<file path="config.mk">
export PLATFORM = sky130hd
export DESIGN_NAME = uart_rx
export DESIGN_NICKNAME = d
export VERILOG_FILES = /design/src/rtl/uart_rx.sv
export SDC_FILE = /design/constraint.sdc
export NUM_CORES = 1
export LEC_CHECK = 0
export ABC_AREA = 1
export CAP_MARGIN = 20
export CORE_MARGIN = 2
export CORE_UTILIZATION = 25
export DETAILED_ROUTE_END_ITERATION = 8
export PLACE_DENSITY = 0.45
export SYNTH_ARGS = -nofsm -noshare
export SYNTH_HDL_FRONTEND = slang
export SYNTH_SLANG_ARGS = --single-unit
</file>
<file path="constraint.sdc">
create_clock -name clk -period 1.57 [get_ports clk]
set_input_delay 0.2355 -clock clk [delete_from_list [all_inputs] [get_ports clk]]
set_output_delay 0.2355 -clock clk [all_outputs]
set_load 0.01 [all_outputs]
</file>
<file path="src/rtl/uart_rx.sv">
// uart_rx: serial receiver for the host-to-FPGA command link.
// Frame: start(0), data MSB first, optional even parity, C_UART_STOP stop bits (1).
// The line is synchronized into the clock domain and sampled at the mid-point of
// each bit. One valid pulse is issued per completed frame, together with the word
// and its parity/framing error flags.
module uart_rx #(
    parameter int C_CLK_FRQ         = 100000000,
    parameter int C_UART_RATE       = 1000000,
    parameter int C_UART_DATA_WIDTH = 8,
    parameter int C_UART_PARITY     = 1,
    parameter int C_UART_STOP       = 1
) (
    input  logic                         clk,
    input  logic                         rstb,
    input  logic                         rx,
    output logic [C_UART_DATA_WIDTH-1:0] data,
    output logic                         valid,
    output logic                         busy,
    output logic                         parity_err,
    output logic                         frame_err
);

    localparam int C_PERIOD = C_CLK_FRQ / C_UART_RATE;
    localparam int CW       = $clog2(C_PERIOD);
    localparam int BMAX     = (C_UART_DATA_WIDTH > C_UART_STOP) ? C_UART_DATA_WIDTH : C_UART_STOP;
    localparam int BW       = $clog2(BMAX + 1);

    localparam logic [CW-1:0] LAST_FULL = CW'(C_PERIOD - 1);
    localparam logic [CW-1:0] LAST_HALF = CW'(C_PERIOD / 2 - 1);
    localparam logic [BW-1:0] LAST_DATA = BW'(C_UART_DATA_WIDTH - 1);
    localparam logic [BW-1:0] LAST_STOP = BW'(C_UART_STOP - 1);

    localparam logic [2:0] S_IDLE   = 3'd0;
    localparam logic [2:0] S_START  = 3'd1;
    localparam logic [2:0] S_DATA   = 3'd2;
    localparam logic [2:0] S_PARITY = 3'd3;
    localparam logic [2:0] S_STOP   = 3'd4;
    localparam logic [2:0] S_DONE   = 3'd5;

    logic                         sync1;
    logic                         rs;
    logic [2:0]                   state;
    logic [CW-1:0]                cnt;
    logic [BW-1:0]                bcnt;
    logic [C_UART_DATA_WIDTH-1:0] shift;
    logic                         perr;
    logic                         ferr;
    logic                         tick_full;
    logic                         tick_half;

    assign tick_full = (cnt == LAST_FULL);
    assign tick_half = (cnt == LAST_HALF);

    // Two-flop synchronizer; idles high so reset does not look like a start bit.
    always_ff @(posedge clk or negedge rstb) begin
        if (!rstb) begin
            sync1 <= 1'b1;
            rs    <= 1'b1;
        end else begin
            sync1 <= rx;
            rs    <= sync1;
        end
    end

    // busy follows the state one clock late: high whenever the FSM is not idle.
    always_ff @(posedge clk or negedge rstb) begin
        if (!rstb) begin
            busy <= 1'b0;
        end else begin
            busy <= (state != S_IDLE);
        end
    end

    // Receive FSM: mid-bit sampling, shift-in, error accumulation and word hand-off.
    always_ff @(posedge clk or negedge rstb) begin
        if (!rstb) begin
            state      <= S_IDLE;
            cnt        <= '0;
            bcnt       <= '0;
            shift      <= '0;
            perr       <= 1'b0;
            ferr       <= 1'b0;
            data       <= '0;
            valid      <= 1'b0;
            parity_err <= 1'b0;
            frame_err  <= 1'b0;
        end else begin
            valid <= 1'b0;
            case (state)
                S_IDLE: begin
                    cnt  <= '0;
                    bcnt <= '0;
                    perr <= 1'b0;
                    ferr <= 1'b0;
                    if (!rs) begin
                        state <= S_START;
                    end
                end
                S_START: begin
                    if (tick_half) begin
                        cnt <= '0;
                        // A line back high at mid start bit was only a glitch.
                        state <= rs ? S_IDLE : S_DATA;
                    end else begin
                        cnt <= cnt + 1'b1;
                    end
                end
                S_DATA: begin
                    if (tick_full) begin
                        cnt   <= '0;
                        shift <= C_UART_DATA_WIDTH'({shift, rs});
                        if (bcnt == LAST_DATA) begin
                            bcnt  <= '0;
                            state <= (C_UART_PARITY != 0) ? S_PARITY : S_STOP;
                        end else begin
                            bcnt <= bcnt + 1'b1;
                        end
                    end else begin
                        cnt <= cnt + 1'b1;
                    end
                end
                S_PARITY: begin
                    if (tick_full) begin
                        cnt   <= '0;
                        perr  <= rs ^ (^shift);
                        state <= S_STOP;
                    end else begin
                        cnt <= cnt + 1'b1;
                    end
                end
                S_STOP: begin
                    if (tick_full) begin
                        cnt  <= '0;
                        ferr <= ferr | ~rs;
                        if (bcnt == LAST_STOP) begin
                            bcnt  <= '0;
                            state <= S_DONE;
                        end else begin
                            bcnt <= bcnt + 1'b1;
                        end
                    end else begin
                        cnt <= cnt + 1'b1;
                    end
                end
                S_DONE: begin
                    data       <= shift;
                    parity_err <= perr;
                    frame_err  <= ferr;
                    valid      <= 1'b1;
                    state      <= S_IDLE;
                end
                default: begin
                    state <= S_IDLE;
                end
            endcase
        end
    end

endmodule
</file>
==> results of run 1 <==
-- worst min-delay path by stage --
stage,to
detailed placement,data[6]$_DFFE_PN0P_
CTS,sync1$_DFF_PN1_
floorplan,bcnt[0]$_DFFE_PN0P_
finish,sync1$_DFF_PN1_
global route,sync1$_DFF_PN1_
global placement,data[6]$_DFFE_PN0P_
-- area by class of cell --
cell class | instances | area share
clock buffers | 7 | 0.0370
clock inverters | 1 | 0.00214
flip-flops and latches | 38 | 0.409
well taps | 102 | 0.0547
inverters | 28 | 0.0461
repair buffers | 20 | 0.0783
multi-input cells | 169 | 0.373
-- per-layer routing --
layer,wire length (um),vias to the layer above
met4,65,0
met1,1980,666
met3,163,6
met5,0,-
li1,-,804
met2,1680,20
-- flip-flops by register name, summed over array words and instances (netlist names) --
signal,count
data,8
shift,8
cnt,7
bcnt,4
state,3
busy,1
ferr,1
frame_err,1
parity_err,1
perr,1
rs,1
sync1,1
valid,1
-- worst max-delay path, stage by stage, from the launching register on --
cell                      delay [ps]
sky130_fd_sc_hd__dfrtp_1         430
sky130_fd_sc_hd__inv_2           160
sky130_fd_sc_hd__nand2_1          90
sky130_fd_sc_hd__nor2_1          230
sky130_fd_sc_hd__o21ai_2          80
sky130_fd_sc_hd__nand2_1         150
sky130_fd_sc_hd__a21oi_4          60
sky130_fd_sc_hd__nand2_2          90
sky130_fd_sc_hd__nand2_1          50
sky130_fd_sc_hd__nand2_1          60
-- cell usage in the layout, fill, tap and decap left out --
cell type and instances:
sky130_fd_sc_hd__nor3b_1 1, sky130_fd_sc_hd__and3_1 2, sky130_fd_sc_hd__inv_2 6, sky130_fd_sc_hd__clkinv_2 1, sky130_fd_sc_hd__nor2_1 12, sky130_fd_sc_hd__inv_1 20
sky130_fd_sc_hd__xor2_1 2, sky130_fd_sc_hd__clkinv_1 1, sky130_fd_sc_hd__o21ai_0 1, sky130_fd_sc_hd__nand3_1 16, sky130_fd_sc_hd__or2_4 1, sky130_fd_sc_hd__a21oi_4 1
sky130_fd_sc_hd__buf_2 1, sky130_fd_sc_hd__dlygate4sd3_1 1, sky130_fd_sc_hd__dfrtp_1 36, sky130_fd_sc_hd__o22ai_1 2, sky130_fd_sc_hd__nand2_4 1, sky130_fd_sc_hd__nand2_2 3
sky130_fd_sc_hd__inv_4 1, sky130_fd_sc_hd__a21oi_1 6, sky130_fd_sc_hd__nand2_1 83, sky130_fd_sc_hd__o21ai_1 20, sky130_fd_sc_hd__clkbuf_1 1, sky130_fd_sc_hd__a21boi_2 1
sky130_fd_sc_hd__clkdlybuf4s50_1 13, sky130_fd_sc_hd__nor2_4 4, sky130_fd_sc_hd__o21ai_2 3, sky130_fd_sc_hd__nor2_2 1, sky130_fd_sc_hd__dfstp_2 2, sky130_fd_sc_hd__ha_2 1
sky130_fd_sc_hd__clkbuf_8 6, sky130_fd_sc_hd__nand4_2 1, sky130_fd_sc_hd__buf_4 5, sky130_fd_sc_hd__ha_1 3, sky130_fd_sc_hd__nor3_2 4
-- through the flow --
stage	total power [uW]	util	TNS (ps)	hold slack [ps]
floorplan	1010	-	0	-60.1
detailed placement	1040	0.291	0	231
global placement	1040	0.291	0	244
CTS	1760	0.305	0	351
global route	1810	0.307	-198	334
finish	1730	0.307	0	357
-- power by group through the flow --
stage	registers (uW)	logic [uW]	clock network, uW
final	985	32.5	712
after global routing	985	38.4	789
after CTS	985	35.2	739
after detailed placement	1000	33.0	0
after global placement	1000	33.6	0
after floorplan	1000	2.81	0
-- timing repair --
action,4_1_cts,5_1_grt
endpoints found under the setup margin,0,15
endpoints found under the hold margin,16,0
hold buffers,1,0
resized for setup,0,3
buffers inserted,0,0
-- logic make-up (layout without fill, tap and decap cells) --
family,count (synthesis),in the layout
AND/OR/NAND/NOR,129,129
buffers and inverters,30,56
adder cells (fa/ha/maj),4,4
XOR/XNOR,2,2
flip-flops,38,38
AO/OA/AOI/OAI,34,34
==> metrics list, run 1 <==
- The flow ran to the end, and the final reports show no timing, DRC or antenna violations.
* Number of global-route vias before repair: 1461
- The die covers 8430 sq um.
- Count of boundary I/O pins: 15
* Crit start category: flop
- sky130_fd_sc_hd__nand2_1 is the most common cell in the netlist.
- Share of synthesized registers carrying an async set or reset: 1.00
- For the pin with the worst max-slew slack, the measured transition is 483 ps.
- Combinational family with the most area after synthesis: simple AND/OR/NAND/NOR gates
- Synth top area cells: sky130_fd_sc_hd__dfrtp_1 (47%), sky130_fd_sc_hd__nand2_1 (16%), sky130_fd_sc_hd__o21ai_1 (5.2%), sky130_fd_sc_hd__nand3_1 (4.2%), sky130_fd_sc_hd__inv_1 (3.9%)
- In the finished design, the share of the clock period the worst path needs comes to 0.936.
- In this run the worst path has a maximum fanout of 5.
* Worst R2R End: state[0]$_DFFE_PN0P_
- Leakage power: 0.00109 uW
- Counting flops with a built-in enable in the synthesized netlist gives 0.
* Hold path startpoint: rx
* Starting Density: 0.253
- The post-synthesis compound-gate area fraction is 0.101.
- Headroom to the max-slew limit came out at 0.678.
* Summed area of non-filler cells in the final layout: 2330 sq um
* Diode count: 0
* GR Layer Usage met2: 0.158
* Peak VDD IR: 0.000316 V
* Post-route ant nets: 0
- Including well taps, the total number of placed cells is 356.
* Synth Net Count: between 200 and 250
* Unrepaired setup endpoints after global routing: yes
- For this block, the initial DRC count from the detailed router was 54.
* Number of flip-flops and latches in the synthesized netlist: 38
- Half-perimeter wire length of the detailed placement result: 2840 um
* Global-route wire length before repair: ~6700 um
- For met3 alone, demand over resource in global routing was 0.0370.
* Number of cells on the worst reg-to-reg path: 9
- The share of synthesized area in the top cell type comes to 0.468.
- Endpoint kind of the worst setup timing path: flop
* Total of buffers placed on input and output ports: 14
- Across the routed clock network, the largest skew measured is between 5 and 6 ps.
- Entering global routing, the biggest net connects 21 pins.
- The clock period could shrink to 1470 ps.
- Core area: 7610 sq um
- The clock passes through at most 2 buffers.
- Number of fillers in the final layout: 824
* Placement row count: 32
- Residual DRC: 0
- Switching power summed over all nets: 384 uW
- Distinct cell type count after synthesis: 28
- At the worst endpoint, the required time is 1800 ps.
- Mux share of post-synthesis cell area: 0
- In this run the horizontal extent of the chip is 91.8 um.
* TritonCTS clock tree: done
- Of the total synthesized cell area, the portion taken by full adders, half adders and majority gates is 0.0260.
* Average wire length per cell after detail routing: approximately 11 um
- For flop-to-flop paths, the worst setup slack is 100 ps.
- Power spread over the standard cell area amounts to 741 nW/um^2.
- After synthesis, the most frequently instantiated cells are sky130_fd_sc_hd__nand2_1 (83), sky130_fd_sc_hd__dfrtp_1 (36), sky130_fd_sc_hd__inv_1 (20), sky130_fd_sc_hd__o21ai_1 (20), sky130_fd_sc_hd__nand3_1 (16).
* Path type of the worst setup path: reg2reg
- Setup violations remaining at the end of the flow were counted as 0.
- Portion of the post-synthesis area used by sequential elements: 0.495
- Vias after detailed routing: 1496
* Global routing usage summed across all routing layers: 0.103
- Antenna violations before repair: 0
- Vias/cell: 4.10
* Dominant synthesized flop cell: sky130_fd_sc_hd__dfrtp_1
- XOR/XNOR share of the synthesized area: 0.00909
* Routability congestion estimate from global placement: 0.784
- Summing all placed instances gives a cell area of 2220 sq um.
* Netlist area before placement: 1930 sq um
- For this run, the top clock speed supported by timing is 681 MHz.
* Post-synth top area cell: sky130_fd_sc_hd__dfrtp_1
* Number of warnings issued by yosys: 0
* Max-cap viol count: 0
* Path class of the lowest-slack min-delay path: in2reg
- Worst-case setup slack after placement: 87.9 ps
* Post-route worst setup slack: 101 ps
- CTS Buf Count: 5
* Global routing's busiest layer: met2
* Basic-gate share of the synthesized area counting and, or, nand and nor cells: 0.308
- For the worst setup path, the data arrival time is 1700 ps.
- Post-Syn Instances: 237
* Area taken by flip-flops and latches: approximately 950 sq um
* Area added between synthesis and finish: 21.1%
- In this run the worst setup path begins at state[2]$_DFFE_PN0P_.
- The critical path ends at state[0]$_DFFE_PN0P_.
* Routing usage on met1: 0.129
- The internal portion of the total power is 1350 uW.
* Clk_lat worst skew: 300 ps
- Master cell of the clock root buffer: sky130_fd_sc_hd__clkbuf_8
- Number of nets in the final layout: 269
* Final Instance Count excl. Fillers: 365
- CTS sink cnt: 38
- Area used by multi-input combinational logic: between 800 and 900 sq um
- The floorplan step set the die height to 91.8 um.
- Critical R2R Launch: state[2]$_DFFE_PN0P_
- Max H-tree Level: 2
* Switching portion of total power: 0.222
- Clock Power Share: 0.412
- Along the worst hold path, the cell count comes to 1.
- Detailed-route wire length: ~3900 um
- The pre-antenna-repair detailed-routing pass consisted of 4 iterations.
- The hold violation count in the final report is 0.
- Global routing finished with a remaining overflow of 0.
- Layout cell share with drive strength beyond 1: 0.163
- Clock-pin slew was measured on the worst setup and hold paths at approximately 70 ps.
- The number of max-slew violations in the final report is 0.
- The share of total power dissipated in combinational logic is 0.019.
- Of the total power, registers draw 0.569.
- Average footprint of a synthesized cell: 8.13 sq um
(Power assumes the default switching activity.)
==> inputs of run 2 (changes only) <==
- CORE_MARGIN: 2 -> not set
==> metrics list, run 2 (same netlist as run 1, synthesis figures left out) <==
- The run finished with clean final reports.
- The critical path required time was 1800 ps (about the same).
- Part of the cycle the worst path needs: 0.956 (+0.0206)
* Worst-case setup slack after placement: 73.6 ps (-14.3 ps)
- The worst clock skew came to 2.86 ps (-2.74 ps).
- Commonest cells after routing, fill and taps aside: sky130_fd_sc_hd__nand2_1 (83), sky130_fd_sc_hd__dfrtp_1 (35), sky130_fd_sc_hd__inv_1 (20), sky130_fd_sc_hd__o21ai_1 (20), sky130_fd_sc_hd__nand3_1 (16)
* Iteration-0 DRC count of the detailed router: 42 (-22%)
- Antenna violations before repair: 0 (unchanged)
* Global-route wire length before repair: 6570 um (-2.2%)
* Area added between synthesis and finish: 21.9%
- TritonCTS clock tree: done
- The via count of the first global-routing pass was 1416 (-3.1%).
* Count of TritonRoute iterations in the first routing pass: 4 (unchanged)
- Largest registers in the final layout: data: 8 flops, shift: 8 flops, cnt: 7 flops
- The final worst slack came to 68.5 ps (-32.4 ps).
* Vias/cell: 4.17 (+1.8%)
- The filler cell count was 809 (-1.8%).
- Peak VDD IR: 0.000300 V (-5.0%)
- Commonest non-fill, non-tap cell in the layout: sky130_fd_sc_hd__nand2_1
* Core area: 7370 sq um (-3.1%)
- Average wire length per cell after detail routing: 10.6 um (-0.40%)
- The initial core utilization was 0.261 (+0.00817).
* Path class of the lowest-slack min-delay path: in2reg
* Final hold vios: 0 (unchanged)
* Total of buffers placed on input and output ports: 14 (unchanged)
- Post-route ant nets: 0 (unchanged)
- The power density relative to cell area came to 731 nW/um^2 (-1.4%).
- The transition time at the pin with the least slew margin came to 453 ps (-30.2 ps).
- Worst-path clk slew: 70 ps (about the same)
- The total number of H-tree levels was 2 (unchanged).
* Vertical die dimension: 89.8 um (-2.2%)
- The end-of-flow core utilization was 0.319 (+0.0119).
- Placement row count: 31 (-3.1%)
* Half-perimeter wire length of the detailed placement result: 2880 um (+1.5%)
* Crit path DAT: 1730 ps (+30 ps)
- Leakage power: 0.00111 uW (+1.5%)
* Largest net degree at the start of global routing: 22 (+4.8%)
* Vias after detailed routing: 1515 (+1.3%)
- Detailed-route wire length: 3860 um (-0.95%)
* Diode count: 0 (unchanged)
- The share of post-route cells with drive strength above 1 was 0.170 (+0.00696).
- STA classifies the critical path endpoint as a flop.
- CTS Buf Count: 5 (unchanged)
* Max-cap viol count: 0 (unchanged)
* Postcts setup bufs: 0 (unchanged)
- Global routing usage summed across all routing layers: 0.103 (+0.000348)
* Crit start category: flop
- Path type of the worst setup path: reg2reg
* Number of failing setup endpoints in the final timing report: 0 (unchanged)
* Master cell of the clock root buffer: sky130_fd_sc_hd__clkbuf_8
- Number of nets in the final layout: 270 (+0.37%)
- The shortest period the worst path allows is 1500 ps (+32.4 ps).
- The number of remaining DRC errors was 0 (unchanged).
- The total I/O pin count was 15 (unchanged).
* Die X-Extent: 89.8 um (-2.2%)
* Clk_lat worst skew: 290 ps (about the same)
- Final sum of negative setup slack: 0 ps (unchanged)
- The maximum operating frequency is 666 MHz (-2.2%).
- CTS sink cnt: 38 (unchanged)
- The routability congestion estimate from global placement was 0.755 (-3.7%).
* Residual overflow from global routing: 0 (unchanged)
* Relative slew slack: 0.698 (+0.0201)
- Number of pins with negative max-slew slack in the final report: 0 (unchanged)
* Crit Path Max Fanout: 5 (unchanged)
- Die Area: 8060 sq um (-4.3%)
- Worst-case clock buffer depth: 2 (unchanged)
run 2: worst paths after layout:
check	slack [ps]	startpoint	depth (start not counted)	end
setup / recovery	70	state[2]$_DFFE_PN0P_	9	state[0]$_DFFE_PN0P_
hold / removal	350	rx	1	sync1$_DFF_PN1_
setup reg to reg	70	state[2]$_DFFE_PN0P_	9	state[0]$_DFFE_PN0P_
hold reg to reg	360	sync1$_DFF_PN1_	0	rs$_DFF_PN1_
max in group asynchronous	670	rstb	3	bcnt[0]$_DFFE_PN0P_
min in group asynchronous	420	rstb	2	data[3]$_DFFE_PN0P_
run 2: repair_timing:
action / in CTS / in global routing
resized for setup: 0 / 4
hold buffers: 1 / 0
setup endpoints to repair: 0 / 10
hold endpoints to repair: 15 / 0
run 2: area by class of cell:
cell class                      instances  area (sq um)  area share
Clock buffer                            7          86.3      0.0368
Sequential cell                        38           955       0.407
Multi-Input combinational cell        169           868       0.370
Tap cell                               99           124      0.0527
Inverter                               28           108      0.0458
Clock inverter                          1          5.00     0.00213
Timing Repair Buffer                   21           203      0.0863
run 2: per-stage QoR:
| step | power, uW | hold slack (ps) | cell area, sq um | cells |
|---|---|---|---|---|
| floorplan | 1010 | -60.1 | 1930 | 237 |
| global placement | 1040 | 210 | 2230 | 354 |
| detailed placement | 1040 | 217 | 2230 | 354 |
| CTS | 1760 | 341 | 2330 | 363 |
| global route | 1800 | 343 | 2350 | 363 |
| finish | 1720 | 350 | 2350 | 363 |
run 2: critical path: stages, from the launching register on:
cell                      delay, ps
sky130_fd_sc_hd__dfrtp_1        440
sky130_fd_sc_hd__inv_2          140
sky130_fd_sc_hd__nand2_1         90
sky130_fd_sc_hd__nor2_1         280
sky130_fd_sc_hd__o21ai_2         90
sky130_fd_sc_hd__nand2_1        120
sky130_fd_sc_hd__a21oi_2         70
sky130_fd_sc_hd__nand2_2         90
sky130_fd_sc_hd__nand2_1         50
sky130_fd_sc_hd__nand2_1         60
run 2: metal layers:
layer,track usage,part of all wire
met1,0.135,0.52
met2,0.159,0.43
met3,0.0279,0.029
met4,0.0451,0.019
met5,0,0
run 2: power breakdown:
part | internal (uW) | switching [uW]
Sequential | 983 | 1.72
Combinational | 10.6 | 23.3
Clock | 354 | 344
Total | 1350 | 369
==> inputs of run 3 (changes only) <==
- SKIP_CTS_REPAIR_TIMING: not set -> 1
==> results of run 3 <==
Final layout, timing and power as in run 2 (identical DEF).
Among the figures that moved: wire length of the first global-routing pass 6570 um -> 6560 um; via count of the first global-routing pass 1416 -> 1413
